## src/rtl/shift_pkg.sv

```systemverilog
// Shared types and constants for the multi-cycle shift sequencer.
// Op encoding is common to the sequencer and its single-step shifter.
package shift_pkg;

    localparam int WIDTH_DEF = 16;
    localparam int AMT_W_DEF = 4;

    localparam logic [1:0] SH_NONE = 2'b00;
    localparam logic [1:0] SH_LSL  = 2'b01;
    localparam logic [1:0] SH_LSR  = 2'b10;
    localparam logic [1:0] SH_ASR  = 2'b11;

    typedef enum logic [1:0] {
        IDLE  = 2'b00,
        SHIFT = 2'b01,
        DONE  = 2'b10
    } state_t;

endpackage

```

## src/rtl/shift_step.sv

```systemverilog
// One-position shift of a WIDTH-bit word.
// The shift direction and fill bit are selected by the 2-bit op.
module shift_step
    import shift_pkg::*;
#(
    parameter int WIDTH = WIDTH_DEF
) (
    input  logic [1:0]       i_op,
    input  logic [WIDTH-1:0] i_d,
    output logic [WIDTH-1:0] o_q
);

    always_comb begin
        o_q = i_d;
        case (i_op)
            SH_LSL:  o_q = {i_d[WIDTH-2:0], 1'b0};
            SH_LSR:  o_q = {1'b0, i_d[WIDTH-1:1]};
            SH_ASR:  o_q = {i_d[WIDTH-1], i_d[WIDTH-1:1]};
            default: o_q = i_d;
        endcase
    end

endmodule

```

## src/rtl/shift_sequencer.sv

```systemverilog
// Multi-cycle shift controller: captures one request, applies one
// single-bit step per clock, then pulses done and holds the result.
module shift_sequencer
    import shift_pkg::*;
#(
    parameter int WIDTH = WIDTH_DEF,
    parameter int AMT_W = AMT_W_DEF
) (
    input  logic             clk,
    input  logic             reset,
    input  logic             start,
    input  logic [1:0]       op,
    input  logic [AMT_W-1:0] amount,
    input  logic [WIDTH-1:0] b_in,
    output logic             busy,
    output logic             done,
    output logic [WIDTH-1:0] result
);

    state_t             r_state;
    logic [WIDTH-1:0]   r_data;
    logic [AMT_W-1:0]   r_cnt;
    logic [1:0]         r_op;
    logic               r_busy;
    logic               r_done;
    logic [WIDTH-1:0]   w_step;

    shift_step #(
        .WIDTH (WIDTH)
    ) u_step (
        .i_op (r_op),
        .i_d  (r_data),
        .o_q  (w_step)
    );

    // busy/done are registered alongside the state they mirror
    always_ff @(posedge clk or posedge reset) begin
        if (reset) begin
            r_state <= IDLE;
            r_data  <= '0;
            r_cnt   <= '0;
            r_op    <= SH_NONE;
            r_busy  <= 1'b0;
            r_done  <= 1'b0;
        end else begin
            case (r_state)
                IDLE: begin
                    r_done <= 1'b0;
                    r_busy <= 1'b0;
                    if (start) begin
                        r_data <= b_in;
                        r_op   <= op;
                        r_cnt  <= amount;
                        r_busy <= 1'b1;
                        if (amount == '0 || op == SH_NONE) begin
                            r_state <= DONE;
                            r_done  <= 1'b1;
                        end else begin
                            r_state <= SHIFT;
                        end
                    end
                end
                SHIFT: begin
                    r_data <= w_step;
                    r_cnt  <= r_cnt - AMT_W'(1);
                    r_busy <= 1'b1;
                    if (r_cnt == AMT_W'(1)) begin
                        r_state <= DONE;
                        r_done  <= 1'b1;
                    end
                end
                DONE: begin
                    r_state <= IDLE;
                    r_busy  <= 1'b0;
                    r_done  <= 1'b0;
                end
                default: begin
                    r_state <= IDLE;
                    r_busy  <= 1'b0;
                    r_done  <= 1'b0;
                end
            endcase
        end
    end

    assign busy   = r_busy;
    assign done   = r_done;
    assign result = r_data;

endmodule
```

## config.mk

```make
export PLATFORM = sky130hd
export DESIGN_NAME = shift_sequencer
export DESIGN_NICKNAME = d
export VERILOG_FILES = /design/src/rtl/shift_pkg.sv /design/src/rtl/shift_step.sv /design/src/rtl/shift_sequencer.sv
export SDC_FILE = /design/constraint.sdc
export NUM_CORES = 1
export LEC_CHECK = 0
export CAP_MARGIN = 20
export CORE_AREA = 5 5 68 70
export DETAILED_ROUTE_END_ITERATION = 7
export DIE_AREA = 0 0 73 75
export PLACE_DENSITY = 0.72
export SLEW_MARGIN = 20
export SYNTH_ARGS = -nofsm -noshare
export SYNTH_HDL_FRONTEND = slang
export SYNTH_SLANG_ARGS = --single-unit
```

## constraint.sdc

```tcl
create_clock -name clk -period 1.8 [get_ports clk]
set_input_delay 0.36 -clock clk [delete_from_list [all_inputs] [get_ports clk]]
set_output_delay 0.36 -clock clk [all_outputs]
set_load 0.02 [all_outputs]
```

==> reports/metrics.cfg <==
[cts]
cts_resized=0
numCtsBuffers=3
clk_pin_slew_ps=90
cts-root-buf=clkbuf_8
cts_tree=built
clockBufferDepth=2
ctsHoldBuffers=0
htree_levels=1
clock_latency_ps=270
cts.sinks=26
post_cts.repair.setup_buffers=0

[floorplan]
die_width_microns=73
coreArea_sq_um=3914
row_count=23
start_util_pct=43.45
fp.dieH_microns=75
die_area_sq_um=5475
top_level_ports=43

[synth]
yosys_warnings=0
synth_top_area_share_pct=38.26
netlist_area_sq_um=1700
ys_ff_latch=26
yosysTopAreaCell=dfrtp_1
yosysMostFrequentCell=dfrtp_1
synth-seq-area-share_pct=38.26
synth_top_flop_cell=dfrtp_1
syn_inst=163
syn_avg_cell_area_sq_um=10.43
synth_cell_types=38
synth.net_count=190
ys_async_sr_fraction_pct=100.0
synth-edff-count=0
synth_area_leaders=dfrtp_1, o41ai_2, nor2b_1, o21ai_0, a211oi_1
ys_top_cells_by_count=dfrtp_1, nor2b_1, o21ai_0

[timing]
finalCriticalPeriod_ps=1719
fin_crit_sh_pct=95.49
worst_pin_slew_ps=385.8
drv_slew=0
finClkSkew_ps=9.886
finalSetupViolations=0
slew_headroom_pct=74.28
rsz0062_at_grt=false
max_freq_mhz=581.8
setup_tns_ps=0
timing.final.ws_setup_ps=81.15
hold_viol=0

[global_routing]
grt_pass1_vias=1488
antenna_found_initial=0
overflow=0
grt.total_usage_pct=16.13
grt_max_degree=31
grt_first_pass_wirelength_microns=6948

[place]
post-place-ws_ps=53.96
placed_cells=248
port_buffers=42
gp_congestion=0.8859
hpwl_microns=2949

[final_layout]
syn_to_final_growth_pct=31.27
nets=230
num_antenna_cells=0
drive_above_1_share_pct=22.39
multi_input_area_sq_um=928.4
seq_area_sq_um=650.6
fillCellCount=356
stdcell_count=251

[setup_path]
crit_family=buffers and inverters
worst-setup-path-type=reg2out
cp-start-kind=flip-flop
endpoint_kind=output pin
critical-path-slowest-cell=clkdlybuf4s50_1
critPathBufInv=1
path_cells=clkdlybuf4s50_1
worstPathMaxFanout=4
required_ps=1440
worstPathArrival_ps=1360
max_stage_delay_ps=650

[route]
wirelength_microns=4085
drcViolationCount=0
postRouteAntennaNets=0
top_layer=met4
drtIter0Drc=90
drt-met1-wl_microns=1807
wl_met2_microns=2036
drt_first_pass_iters=4
routedWlPerCell_microns=16.27
num_vias=1393
wl_met3_microns=177
viasPerCell=5.550

[pwr]
p_per_area_nw_per_um2=1934
p_leak_uw=0.0008703
peakVddDrop_uv=808.1
totalPowerFinal_uw=4317

[flow_run]
cap_violations=0

[run_status]
status=completed

[hold_path]
holdCritPathClass=in2async

[power by group]
group	internal [uW]	total (uW)	switching [uW]	leakage (uW)
Clock	150	326	176	0.0000216
Combinational	1370	2750	1370	0.000536
Sequential	891	1250	355	0.000313
Total	2410	4320	1900	0.000870
[layer usage]
layer	up-vias	GRT usage, %
li1	676	-
met1	680	20.75
met2	29	26.51
met3	8	3.204
met4	0	6.762
met5	-	0
[kinds of logic (layout without fill, tap and decap cells)]
kind of cell	Yosys count	in the layout	share of synthesized area (%)
AO/OA/AOI/OAI	59	59	30.61
AND/OR/NAND/NOR	48	48	16.78
flip-flops	26	26	38.26
buffers and inverters	20	58	7.431
multiplexers	7	7	4.930
adder cells (fa/ha/maj)	2	2	1.471
XOR/XNOR	1	1	0.5152
[per-stage QoR]
stage,utilization (%),area [sq um],hold slack (ps)
after floorplan,-,1700,400.0
after global placement,55.98,2191,496.4
after detailed placement,55.98,2191,516.4
after CTS,57.03,2232,454.1
after global routing,57.03,2232,476.4
final,57.03,2232,442.3
[cell usage in the layout (no fill, tap or decap), drive strengths merged, types with 2 or more instances in the layout]
master | Yosys | final
nand2b | 2 | 2
ha | 2 | 2
a21oi | 6 | 6
clkdlybuf4s50 | 0 | 42
a211oi | 16 | 16
nor2 | 18 | 18
o21ai | 16 | 16
mux2i | 2 | 2
nor3b | 2 | 2
nor3 | 3 | 3
o211ai | 2 | 2
buf | 11 | 8
mux2 | 5 | 5
clkbuf | 4 | 3
inv | 5 | 5
o41ai | 14 | 14
dfrtp | 26 | 26
nor2b | 18 | 18
[path summary, 6_finish.rpt]
| path | start | endpoint | slack (ps) | cells after the start |
|---|---|---|---|---|
| worst min register to register | done | done | 530 | 1 |
| worst max register to register | r_state[0] | result[10] | 240 | 4 |
| max in group asynchronous | reset | r_op[1] | 1100 | 3 |
| worst min-delay path | reset | result[9] | 440 | 3 |
| worst max-delay path | result[12] | result[12] | 80 | 1 |
| min in group clk | done | done | 530 | 1 |
[sequential cells by signal, summed over array words and instances, names as in the netlist]
signal,count
r_state,2
busy,1
result,16
r_cnt,4
done,1
r_op,2
[area by class of cell]
class	count	share of cell area [%]
clock buffers	3	1.850
inverters	5	0.8408
multi-input cells	117	41.59
flip-flops and latches	26	29.15
well taps	50	2.803
repair buffers	50	23.77
Power figures use the tool's default switching activity.
